--- src/rtl/writeback_pkg.sv ---
// writeback_pkg: shared definitions for the writeback stage.
// Holds the destination / operand-selector encoding and the default data
// width, so the writeback block and the operand selectors decode the same
// codes.
package writeback_pkg;

    localparam int DEFAULT_WIDTH = 16;

    // Destination codes: 0-3 are the t registers, 4/5 the output ports,
    // 6 (and the unused 7) discard the data.
    typedef enum logic [2:0] {
        DST_T0   = 3'd0,
        DST_T1   = 3'd1,
        DST_T2   = 3'd2,
        DST_T3   = 3'd3,
        DST_O0   = 3'd4,
        DST_O1   = 3'd5,
        DST_NULL = 3'd6
    } dst_e;

    // True when the code addresses one of the t registers.
    function automatic logic is_treg(input logic [2:0] code);
        return (code[2] == 1'b0);
    endfunction

endpackage

--- src/rtl/writeback_out_port.sv ---
// out_port: one-deep output buffer with valid/ack handshake.
// Ports:
//   clk, rst_n : clock, asynchronous active-low reset
//   wr         : an accepted write targets this port this cycle
//   d          : write data
//   ack        : consumer takes the buffered data this cycle
//   data, vld  : buffered data and "holds unconsumed data" flag
//   rdy        : a write to this port can be taken this cycle
module out_port #(
    parameter int WIDTH = 16
) (
    input  logic             clk,
    input  logic             rst_n,
    input  logic             wr,
    input  logic [WIDTH-1:0] d,
    input  logic             ack,
    output logic [WIDTH-1:0] data,
    output logic             vld,
    output logic             rdy
);

    // A full buffer frees up in the same cycle it is acked, so a write can
    // flow straight through without a bubble.
    assign rdy = !(vld && !ack);

    // A write wins over an ack; an ack on an empty buffer just leaves vld low.
    always_ff @(posedge clk or negedge rst_n) begin
        if (!rst_n) begin
            data <= '0;
            vld  <= 1'b0;
        end else if (wr) begin
            data <= d;
            vld  <= 1'b1;
        end else if (ack) begin
            vld  <= 1'b0;
        end
    end

endmodule

--- src/rtl/writeback.sv ---
// writeback: result writeback stage.
// Writes result D to one of four t registers, to one of two handshaked
// output ports, or to nowhere (null), and counts accepted writes.
// Ports:
//   CLK, RST_N         : clock, asynchronous active-low reset
//   D, DST, WE         : write data, destination code, write request
//   RDY                : the request can be accepted this cycle
//   t0..t3             : t register contents
//   o0, o1             : output port data
//   o0_vld, o1_vld     : output port holds unconsumed data
//   o0_ack, o1_ack     : consumer takes the port data this cycle
//   WCNT               : count of accepted writes (wraps at 256)
module writeback
    import writeback_pkg::*;
#(
    parameter int WIDTH = DEFAULT_WIDTH
) (
    input  logic             CLK,
    input  logic             RST_N,
    input  logic [WIDTH-1:0] D,
    input  logic [2:0]       DST,
    input  logic             WE,
    output logic             RDY,
    output logic [WIDTH-1:0] t0,
    output logic [WIDTH-1:0] t1,
    output logic [WIDTH-1:0] t2,
    output logic [WIDTH-1:0] t3,
    output logic [WIDTH-1:0] o0,
    output logic [WIDTH-1:0] o1,
    output logic             o0_vld,
    output logic             o1_vld,
    input  logic             o0_ack,
    input  logic             o1_ack,
    output logic [7:0]       WCNT
);

    logic accept;
    logic o0_rdy;
    logic o1_rdy;
    logic o0_wr;
    logic o1_wr;

    // Only a write aimed at a stalled output port is held off; RDY does not
    // depend on WE so the producer can look at it before committing.
    always_comb begin
        RDY = 1'b1;
        case (DST)
            DST_O0:  RDY = o0_rdy;
            DST_O1:  RDY = o1_rdy;
            default: RDY = 1'b1;
        endcase
    end

    assign accept = WE && RDY;
    assign o0_wr  = accept && (DST == DST_O0);
    assign o1_wr  = accept && (DST == DST_O1);

    always_ff @(posedge CLK or negedge RST_N) begin
        if (!RST_N) begin
            t0 <= '0;
            t1 <= '0;
            t2 <= '0;
            t3 <= '0;
        end else if (accept && is_treg(DST)) begin
            case (DST[1:0])
                2'd0:    t0 <= D;
                2'd1:    t1 <= D;
                2'd2:    t2 <= D;
                default: t3 <= D;
            endcase
        end
    end

    // Null writes count too; the 8-bit counter wraps naturally.
    always_ff @(posedge CLK or negedge RST_N) begin
        if (!RST_N) begin
            WCNT <= '0;
        end else if (accept) begin
            WCNT <= WCNT + 8'd1;
        end
    end

    out_port #(.WIDTH(WIDTH)) u_o0 (
        .clk   (CLK),
        .rst_n (RST_N),
        .wr    (o0_wr),
        .d     (D),
        .ack   (o0_ack),
        .data  (o0),
        .vld   (o0_vld),
        .rdy   (o0_rdy)
    );

    out_port #(.WIDTH(WIDTH)) u_o1 (
        .clk   (CLK),
        .rst_n (RST_N),
        .wr    (o1_wr),
        .d     (D),
        .ack   (o1_ack),
        .data  (o1),
        .vld   (o1_vld),
        .rdy   (o1_rdy)
    );

endmodule

--- config.mk ---
export PLATFORM = sky130hd
export DESIGN_NAME = writeback
export DESIGN_NICKNAME = d
export VERILOG_FILES = /design/src/rtl/writeback_pkg.sv /design/src/rtl/writeback_out_port.sv /design/src/rtl/writeback.sv
export SDC_FILE = /design/constraint.sdc
export NUM_CORES = 1
export LEC_CHECK = 0
export ABC_AREA = 1
export CAP_MARGIN = 25
export CORE_MARGIN = 2
export CORE_UTILIZATION = 46
export CTS_CLUSTER_SIZE = 16
export DETAILED_ROUTE_END_ITERATION = 10
export PLACE_DENSITY_LB_ADDON = 0.05
export SYNTH_ARGS = -nofsm -noshare
export SYNTH_HDL_FRONTEND = slang
export SYNTH_SLANG_ARGS = --single-unit
--- constraint.sdc ---
create_clock -name CLK -period 1.9 [get_ports CLK]
set_clock_uncertainty 0.2 [all_clocks]
set_input_delay 0.19 -clock CLK [delete_from_list [all_inputs] [get_ports CLK]]
set_output_delay 0.19 -clock CLK [all_outputs]
set_load 0.05 [all_outputs]
==> run summary <==
For the worst setup path, the data arrival time is 1420 ps. Setup repair after global routing left no endpoint under its margin. The library cell used most frequently in the layout, excluding fill and tap cells, is sky130_fd_sc_hd__nand2_1. The root buffer cell chosen for the clock tree is sky130_fd_sc_hd__clkbuf_8. The signal on the critical path passes through clkdlybuf4s50_1, nand3_1, nor2_1, nor2_4, buf_12, buf_12. The run gives 47.5% as the starting density of the core. Counting flops and latches in the post-synthesis netlist gives 106.

The synthesized net count is 455, and the end-of-flow core utilization is 65.5%. The count of nets after finishing was 595; the total routing usage reported by global routing was 22.0%. The sequential cells in the finished layout cover a total of 2650 um2.

The worst stage delay on the critical path was 550 ps; the number of rows in the core area was 34. The clock reaches the later pin of the worst-skew pair after 350 ps. The ratio of total power to cell area works out to 1270 nW/um2. For the number of nets with antenna violations after detailed routing, the log shows 0.

Detailed placement ended at an HPWL of 7600 um. The clock sink count is 106, and the via count of the first global-routing pass is 3,352. The initial antenna violation count is 0, and the vias per cell is 5.01. The count of flip-flops with a built-in enable after synthesis was 0; the clock-pin slew of the registers on the worst-case setup and hold paths was 110 ps. In the synthesized netlist the dominant register cell turns out to be sky130_fd_sc_hd__dfrtp_1.

The tools report the fraction of the yosys area taken by sequential cells as 63.8%. The DRC marker count from the first detailed-route iteration was 165. For the H-tree level count, the log shows 3. The worst path in the final design needs a cycle of 1810 ps, including I/O delays and setup. The count of cells in the finished layout, fillers not included, comes to 683. Worst hold slack: 90.6 ps. The per-cell routed wire length is 15.2 um. The synthesized area per cell works out to 9.67 um2. The number of buffers inserted during clock tree synthesis is 9, and the total number of vias is 3,423. Setup violations remaining at the end of the flow were counted as 0.

The netlist uses 23 different library cells. The post-synthesis share of cell area spent on xor and xnor gates was 0.842%; the number of standard cells after synthesis was 430. The first detailed-routing pass took 4 iterations.

Data on the critical path is required at its endpoint by 1510 ps. Counting buffers and inverters, the worst setup path is 6 cells deep. 0 antenna diodes ended up in the layout. The startpoint kind of the worst setup timing path is an input port. The area taken by multi-input logic gates is 1310 um2. Entering global routing, the biggest net connects 43 pins. TritonCTS built the clock tree. Across the run, the number of max-cap violations was 0. The flow ran to the end, and the final reports show no timing, DRC or antenna violations.

Critical path class: in2out. After detailed placement, the design holds a cell count of 662. The final-report hold violation count was 0; the simple-gate portion of the synthesized area was 19.6%. In this design, the critical path's most frequently occurring cell is sky130_fd_sc_hd__buf_12. Counting the fill cells in the layout gives 764. The maximum frequency from static timing analysis was 554 MHz. The worst hold path belongs to the class in2async. After detailed routing, the number of remaining DRC violations is 0.

The number of cells on the worst reg-to-reg path is 8. The count of pins over their slew limit was 0. In this run the cell area measured after placement is 5570 um2. The worst setup path is captured at an output pin. The share of synthesized registers carrying an async set or reset came out at 100%. After synthesis, the largest family of logic cells by area is simple AND/OR/NAND/NOR gates. At the pin with the least slew margin, the transition time is 497 ps. The synthesized netlist devotes 10.7% of its cell area to compound gates. The logs give 67.0% for the worst relative slew slack and 10,400 um for the total wire length after detailed routing. The number of top-level pins is 131. The die covers 9820 um2. The analysis attributes to cell leakage a power of 2.93 nW.

Port buffering added 130 buffers. The final RePlAce weighted congestion was 0.794. The completed layout was analyzed and its total power is 0.00729 W.

The Yosys step of the flow raised 0 warnings. Of the available clock period, the critical path in the final layout requires 95.1%. Of the total synthesized cell area, the portion taken by full adders, half adders and majority gates is 0.301%. Counting both buffers and inverters, the worst setup path holds a total of 3. The maximum fanout encountered on the critical timing path was 11.

On the critical path, the stage with the largest delay is an instance of sky130_fd_sc_hd__clkdlybuf4s50_1. Die extent in y: 99.1 um. In this run the standard cell core region covers 8760 um2. The family with the most delay on the worst path was buffers and inverters. The first global-routing pass estimated 17,000 um of wire.

The die outline width was 99.1 um; the maximum buffer depth of the clock tree was 2. The library cells used most frequently in the layout, excluding fill and tap cells, are sky130_fd_sc_hd__nand2_1, sky130_fd_sc_hd__dfrtp_1, sky130_fd_sc_hd__buf_4. Once layout is done, the placed cells without fillers occupy 5740 um2. The area growth from synthesis to layout is 38.0%.

IR analysis of the VDD net gives a maximum drop of 0.655 mV. For this run the aggregate overflow at the end of global routing stands at 0. Summing every instance area after synthesis gives 4160 um2.

The layout cell share with drive strength beyond 1 works out to 17.4%. Of the post-synthesis cell area, the part taken by muxes is 0%.
[report_power, final]
part           total [W]  leakage (nW)  switching, W  internal (W)
combinational    0.00298          1.54       0.00217      0.000809
clock            0.00132        0.0948      0.000792      0.000530
sequential       0.00299          1.29      0.000287       0.00270
total            0.00729          2.93       0.00325       0.00404
[metrics by stage]
step           TNS, ps  setup WS [ps]
2_1_floorplan        0            179
3_3_place_gp      -896           -110
3_5_place_dp     -1400           -179
4_1_cts          -25.0          -25.0
5_1_grt              0           37.0
6_report             0           93.5
[final timing paths]
kind	from	to	slack [ps]
min reg2reg	u_o1.data[3]	u_o1.data[3]	290
max reg2reg	u_o1.vld	WCNT[0]	370
min in group CLK	D[7]	u_o1.data[7]	220
max in group asynchronous	RST_N	t2[14]	840
min	RST_N	t3[2]	90
max	DST[2]	RDY	90
[logic make-up (layout without fill, tap and decap cells)]
kind of cell | Yosys count | count (layout)
simple gates | 191 | 191
flops | 106 | 106
compound gates | 81 | 81
buf+inv | 47 | 192
xor+xnor | 4 | 4
fa+ha+maj | 1 | 1
[state kept, by name, summed over array words and instances, names as in the netlist]
| signal | cells |
|---|---|
| u_o0.data | 16 |
| t2 | 16 |
| t1 | 16 |
| u_o1.data | 16 |
| WCNT | 8 |
| t3 | 16 |
| t0 | 16 |
| u_o0.vld | 1 |
| u_o1.vld | 1 |
[routing by layer]
metal / GRT usage [%] / share of wire, % / up-vias
met5: 0 / 0 / -
met4: 7.80 / 1.6 / 0
met3: 3.79 / 5.0 / 15
met2: 36.2 / 50 / 92
met1: 29.6 / 44 / 1645
li1: - / - / 1671
[layout make-up]
class	count	share of cell area [%]
flip-flops and latches	106	46.2
inverters	27	1.76
clock buffers	10	2.40
clock inverters	6	0.871
well taps	108	2.35
multi-input cells	277	22.9
repair buffers	149	23.6
[what timing repair did]
action,CTS,global route
hold buffers,1,0
hold endpoints to repair,106,0
resized for setup,56,0
cloned,0,0
buffers inserted,0,4
pin swaps,2,1
setup endpoints to repair,54,1
[cell usage after synthesis (3+ instances only)]
cell type / count / share of area, %
sky130_fd_sc_hd__a21oi_1: 16 / 1.9
sky130_fd_sc_hd__buf_2: 7 / 0.84
sky130_fd_sc_hd__clkbuf_1: 10 / 0.90
sky130_fd_sc_hd__dfrtp_1: 106 / 64
sky130_fd_sc_hd__inv_1: 25 / 2.3
sky130_fd_sc_hd__nand2_1: 137 / 12
sky130_fd_sc_hd__nand3_1: 3 / 0.36
sky130_fd_sc_hd__nand4_1: 17 / 2.6
sky130_fd_sc_hd__nor2_1: 24 / 2.2
sky130_fd_sc_hd__nor2_2: 3 / 0.45
sky130_fd_sc_hd__o21a_1: 16 / 2.9
sky130_fd_sc_hd__o21ai_0: 49 / 5.9
sky130_fd_sc_hd__xor2_1: 4 / 0.84
No activity file was read; power rests on OpenSTA's default activity.
